==> src/rtl/ss_defs.sv <==
// ss_defs: shared scan-state encodings and hex segment table for display blocks
package ss_defs;
  typedef enum logic [1:0] {BLANK_L = 2'd0, SHOW_L = 2'd1, BLANK_M = 2'd2, SHOW_M = 2'd3} scan_state_t;
  localparam logic [6:0] SEG_TABLE [16] = '{
    7'b0111111, 7'b0000110, 7'b1011011, 7'b1001111,
    7'b1100110, 7'b1101101, 7'b1111101, 7'b0000111,
    7'b1111111, 7'b1101111, 7'b1110111, 7'b1111100,
    7'b0111001, 7'b1011110, 7'b1111001, 7'b1110001
  };
endpackage

==> src/rtl/seven_seg_decoder.sv <==
// seven_seg_decoder: nibble to active-high segments (bit0=A .. bit6=G)
module seven_seg_decoder
  import ss_defs::*;
(
  input  logic [3:0] nib,
  output logic [6:0] seg
);
  always_comb seg = SEG_TABLE[nib];
endmodule

==> src/rtl/ss_scan_ctrl.sv <==
// ss_scan_ctrl: two-digit multiplexed seven-segment scanner with frame-aligned data update
module ss_scan_ctrl
  import ss_defs::*;
#(
  parameter int DIGIT_CYCLES = 12000,
  parameter int BLANK_CYCLES = 64
) (
  input  logic       CLK,
  input  logic       RST,
  input  logic [7:0] din,
  input  logic       din_valid,
  output logic       din_ready,
  input  logic       blank_en,
  input  logic       lz_suppress,
  output logic [6:0] seg,
  output logic       dig_sel,
  output logic       frame_tick
);
  localparam int MAXC = DIGIT_CYCLES > BLANK_CYCLES ? DIGIT_CYCLES : BLANK_CYCLES;
  localparam int TW = MAXC > 1 ? $clog2(MAXC) : 1;
  scan_state_t state, state_n;
  logic [TW-1:0] timer;
  logic [7:0] active, shadow;
  logic pending, show, last, wrap, msd_zero;
  logic [3:0] nib;
  logic [6:0] dec;
  always_comb begin
    show = state == SHOW_L || state == SHOW_M;
    last = timer == (show ? TW'(DIGIT_CYCLES - 1) : TW'(BLANK_CYCLES - 1));
    state_n = last ? scan_state_t'(state + 2'd1) : state;
    wrap = last && state == SHOW_M;
    dig_sel = state == BLANK_M || state == SHOW_M;
    nib = dig_sel ? active[7:4] : active[3:0];
    msd_zero = active[7:4] == 4'd0;
    seg = (show && !blank_en && !(state == SHOW_M && lz_suppress && msd_zero)) ? dec : 7'd0;
    frame_tick = wrap;
    din_ready = !pending;
  end
  seven_seg_decoder u_dec (.nib(nib), .seg(dec));
  always_ff @(posedge CLK) begin
    if (RST) begin
      state <= BLANK_L;
      timer <= '0;
      active <= 8'h00;
      shadow <= 8'h00;
      pending <= 1'b0;
    end else begin
      state <= state_n;
      timer <= last ? '0 : timer + 1'b1;
      // a transfer needs pending=0, so it can never collide with promotion
      if (din_valid && !pending) begin
        shadow <= din;
        pending <= 1'b1;
      end else if (wrap && pending) begin
        active <= shadow;
        pending <= 1'b0;
      end
    end
  end
endmodule
==> config.mk <==
export PLATFORM = sky130hd
export DESIGN_NAME = ss_scan_ctrl
export DESIGN_NICKNAME = d
export VERILOG_FILES = /design/src/rtl/ss_defs.sv /design/src/rtl/seven_seg_decoder.sv /design/src/rtl/ss_scan_ctrl.sv
export SDC_FILE = /design/constraint.sdc
export NUM_CORES = 1
export LEC_CHECK = 0
export ABC_AREA = 0
export BUFFER_PORTS_ARGS = -buffer_cell sky130_fd_sc_hd__buf_2
export CORE_MARGIN = 10
export CORE_UTILIZATION = 30
export DETAILED_ROUTE_END_ITERATION = 8
export PLACE_DENSITY_LB_ADDON = 0.1
export SYNTH_ARGS = -nofsm -noshare
export SYNTH_HDL_FRONTEND = slang
export SYNTH_SLANG_ARGS = --single-unit
export TNS_END_PERCENT = 30
==> constraint.sdc <==
create_clock -name CLK -period 6.9 [get_ports CLK]
set_input_delay 0 -clock CLK [delete_from_list [all_inputs] [get_ports CLK]]
set_output_delay 0 -clock CLK [all_outputs]
set_load 0.05 [all_outputs]
[Word-level counts from Yosys, hierarchy flattened]
Memory sizes are Yosys's and may differ from the RTL's.
Index checks and enable logic that the tools add are counted.
Cells by class
  $add $sub $neg: 2
  multipliers: 0
  div/mod/pow operators: 0
  order comparisons: 1
  eq/ne operators: 4
  shift operators: 0
  multiplexer cells: 7
  bitwise gates (word level): 2
  reductions and logical operators: 16
Operators by type and width (count)
  $mux 7: 3
  $add 14x1->14 const B: 1
  $eq 14x14->1: 1
  $mux 14: 1
  $logic_and 1x1->1: 7
  $ge 5x5->1 const B: 1
  $not 4->5: 1
  $eq 2x2->1 const B: 2
  $logic_not 4->1: 1
  $mux 4: 1
  $logic_not 1->1: 3
  $add 2x1->2 const B: 1
  $eq 2x1->1 const B: 1
  $logic_or 1x1->1: 2
  $mux 1: 2
  $reduce_and 2->1: 1
  $reduce_bool 2->1: 1
  $reduce_or 2->1: 1
  $not 1->1: 1
Word-level totals
  register bits: 33
  latch bits: 0
  bits in writable memories: 0
  memory bits (read-only): 112
  input bits: 13
  output and inout bits: 10
  memories: 1
Memories
  (no name shown): words 16, width 7, read ports 1, clocked after memory_dff 0, wr ports 0, RTL line seven_seg_decoder.sv:8  | always_comb seg = SEG_TABLE[nib];

[Logic depth before layout (Yosys ltp)]
  depth after elaboration: 8
  gate-level depth with buffers: 9
  depth with buffers taken out: 9

[By module]
Synthesis repeated with hierarchy kept, for this count alone.
Unflattened totals
  cells, all modules: 206
  area, all modules: 1878.1 sq um
Modules (own cells, without submodules)
  ss_scan_ctrl: times used 1, cells each 173, area an instance 1590.3 sq um
  seven_seg_decoder: times used 1, cells each 33, area an instance 287.8 sq um

[Least setup slack after synthesis]
Ideal clock, no wire load.
  kind: flip-flop to output port
  from: register state[0]
  to: output port seg[4]
  arrival time: 3.105 ns
  required time: 6.900 ns
  slack: 3.795 ns
  stages on the path, launching flop included: 8
  path buffers: 1
  path through: dfxtp_1 > ha_1 > buf_2 > nor2_1 > mux2i_1 > inv_1 > ha_1 > a221oi_1
On the way
  word-level cells in the longest chain between the ends: 8
  elaborated cells on any way between the ends: 16
  classes of those cells: eq/ne: 3; mux: 4; bitwise: 1; reduce/logical: 7; memory: 1
RTL lines
  start: declaration: RTL line ss_scan_ctrl.sv:21  | scan_state_t state, state_n;
  start signal: assignment: RTL line ss_scan_ctrl.sv:48  | state <= state_n;
  $eq 2x2->1, on equally long branches: RTL line ss_scan_ctrl.sv:32, ss_scan_ctrl.sv:28, ss_scan_ctrl.sv:35
  $logic_or 1x1->1: RTL line ss_scan_ctrl.sv:32  | dig_sel = state == BLANK_M || state == SHOW_M;
  $mux 4: RTL line ss_scan_ctrl.sv:33  | nib = dig_sel ? active[7:4] : active[3:0];
  $not 4->5 (not written as such): RTL line seven_seg_decoder.sv:8
  $mem_v2 16x7
  $mux 7 (not written as such) (2 in series): RTL line seven_seg_decoder.sv:8
  $mux 7 *: RTL line ss_scan_ctrl.sv:35  | seg = (show && !blank_en && !(state == SHOW_M && lz_suppress && msd_zero)) ? dec : 7'd0;
  end: declaration: RTL line ss_scan_ctrl.sv:15  | output logic [6:0] seg,
Mark *: on every way between the ends. The rest lies on a longest branch, timed or not. The select of a mux whose other input is x is not followed.

[Worst setup path after layout]
  from: register state[0]
  to: output port seg[3]
Same word-level chain as after synthesis.

==> metrics.md <==
| Metric | Value |
|---|---|
| Final Max Slew Viols | `0` |
| Crit path cell chain | `inv_1, ha_1, nor2_1, mux2i_1, inv_1, ha_1, mux4_2, nor2_1, buf_2` |
| Startpoint type of the worst setup path | `flip-flop` |
| Vias in the first global route | `1471` |
| Worst-skew pair later-pin latency | `0.28 ns` |
| WL per Instance | `13.45 um` |
| Cell count after synthesis | `212` |
| Worst EP arrival | `3.26 ns` |
| Antenna viol nets, final | `0` |
| Chip width | `98.96 um` |
| Delay-heaviest family, CP | `multiplexers` |
| Clk buf depth | `2` |
| Post-layout min period | `3.257 ns` |
| Main flop type after synthesis | `dfxtp_1` |
| Synth Cell Area | `1871 um^2` |
| DP Wirelength | `3124 um` |
| Total core area | `5991 um^2` |
| Htree depth | `2` |
| Worst path slowest cell | `mux2i_1` |
| Cell taking the most area after synthesis | `dfxtp_1` |
| Status | `finished clean` |
| CTS root buffer | `clkbuf_8` |
| Nets | `264` |
| Clk slew on worst S/H paths | `0.07 ns` |
| Antenna violations before repair | `0` |
| Flop2flop setup slack | `4.04 ns` |
| Post-CTS Setup Bufs | `0` |
| Flops & latches, synth | `33` |
| Top-area cell type share of the netlist area | `35.32%` |
| FP Rows | `28` |
| Routability Congestion | `0.7612` |
| Yosys cell types | `44` |
| Drt total wl | `4276 um` |
| Largest net degree at the start of global routing | `18` |
| Grt ovf | `0` |
| Most frequent cell after synthesis | `dfxtp_1` |
| Maximum VDD drop | `0.08690 mV` |
| Post-synth EDFFs | `0` |
| Layout fillers | `621` |
| Count of final setup violators | `0` |
| CTS tree | `done` |
| Initial Utilization | `31.22%` |
| IO buf count | `22` |
| Crit-path max FO | `7` |
| Pre-antenna DRT Iters | `4` |
| Clock Sink Count | `33` |
| Power per cell area | `184.3 nW/um^2` |
| Number of inserted diodes | `0` |
| P_leak | `0.8729 nW` |
| RSZ-0062 raised after global routing | `no` |
| Synthesized area per cell | `8.823 um^2` |
| Setup CP Type | `flip-flop to output pin` |
| FMAX | `307.1 MHz` |
| Total number of vias | `1533` |
| Synth area leaders | `dfxtp_1, mux2i_1, ha_1` |
| Fin crit share | `47.20%` |
| Layout cells sized above 1 | `16.46%` |
| Residual DRC count | `0` |
| Num CTS Buffers | `5` |
| Asr flop ratio synth | `0%` |
| Data required time of the worst path | `6.90 ns` |
| Util after Layout | `37.22%` |
| Resized Gates After CTS | `0` |
| First-pass GRT wire length | `7231 um` |
| Die Y | `98.96 um` |
| Setup TNS | `0 ns` |
| Slew @ Worst Pin | `0.9116 ns` |
| Hold Crit Class | `primary input to flip-flop` |
| Syn nets | `234` |
| Die area | `9793 um^2` |
| Io pins | `23` |
| Max cap viols | `0` |
| Worst path max stage delay | `0.59 ns` |
| Sequential area share after synthesis | `35.32%` |
| Clock Skews | `0.009442 ns` |
| Synth top cells by count | `dfxtp_1, nor2_1, nand2_1` |
| Worst Setup End Kind | `output pin` |
| Slew headroom | `39.10%` |
| Area delta synth->final | `19.20%` |
| Final Hold Fails | `0` |
| Synth Warn # | `0` |
| Crit path buffers/inverters | `3` |
| DRT iter0 DRCs | `98` |
| Via density per instance | `4.821` |
| Global Route Usage Sum | `8.682%` |
-- registers in the layout (all words and copies together), names as in the netlist --
| signal | count |
|---|---|
| timer | 14 |
| active | 8 |
| shadow | 8 |
| state | 2 |
| pending | 1 |
-- cell usage in the layout, fill, tap and decap left out, drive strengths merged, types with 2 or more instances in the layout --
master        n
clkbuf        7
and2          3
and4          2
dfxtp        33
nor4          3
a221oi        2
nor3          5
dlygate4sd3   9
nand2        21
o21ai         7
or3           2
nor2         29
mux2          2
mux2i        20
nand4         7
xnor2         7
o31ai         3
a21oi         6
or3b          2
buf          22
inv          10
o21a          2
xor2          6
a311oi        2
nand3         7
ha            9
-- stage by stage --
stage	instance area [um^2]	std cells	power (W)	worst slack, ns	hold WS [ns]
2_1_floorplan	1871	212	0.0002168	3.795	0.1035
3_3_place_gp	2023	301	0.0002237	4.002	0.2371
3_5_place_dp	2023	301	0.0002238	3.965	0.2419
4_1_cts	2230	318	0.0004188	3.636	0.06604
5_1_grt	2230	318	0.0004290	3.341	0.08395
6_report	2230	318	0.0004109	3.643	0.07267
-- worst paths after layout --
path / from / endpoint / depth (start not counted)
setup / recovery: state[0] / seg[3] / 9
hold / removal: RST / shadow[3] / 2
hold reg to reg: active[1] / active[1] / 2
setup reg to reg: state[0] / active[4] / 5
-- per-layer routing --
metal / track usage [%] / up-vias / wire length [um]
li1: - / 811 / -
met1: 12.50 / 688 / 2311
met2: 11.92 / 29 / 1726
met3: 2.514 / 5 / 187
met4: 2.646 / 0 / 51
met5: 0 / - / 0
-- cells by family after synthesis --
group / after synthesis / share of synthesized area (%)
fa+ha+maj: 9 / 6.020
flops: 33 / 35.32
xor+xnor: 13 / 6.087
buf+inv: 19 / 4.950
mux: 23 / 13.11
simple gates: 86 / 22.81
compound gates: 29 / 11.71
-- report_power, final --
part / total [W] / internal (W) / switching [W]
clock: 0.000188 / 0.000118 / 0.0000700
combinational: 0.0000246 / 0.0000118 / 0.0000128
sequential: 0.000199 / 0.000195 / 0.00000341
-- area by class of cell --
type / instances / area [um^2] / area share (%)
Sequential cell: 33 / 660.6 / 29.63
Tap cell: 75 / 93.84 / 4.209
Multi-Input combinational cell: 160 / 1117 / 50.11
Timing Repair Buffer: 31 / 200.2 / 8.979
Clock inverter: 1 / 30.03 / 1.347
Clock buffer: 7 / 86.33 / 3.872
Inverter: 11 / 41.29 / 1.852
-- repair_timing --
item                                   4_1_cts  5_1_grt
endpoints found under the hold margin        9        0
hold buffers                                 9        0
setup endpoints to repair                    0        0
(Power assumes the default switching activity.)
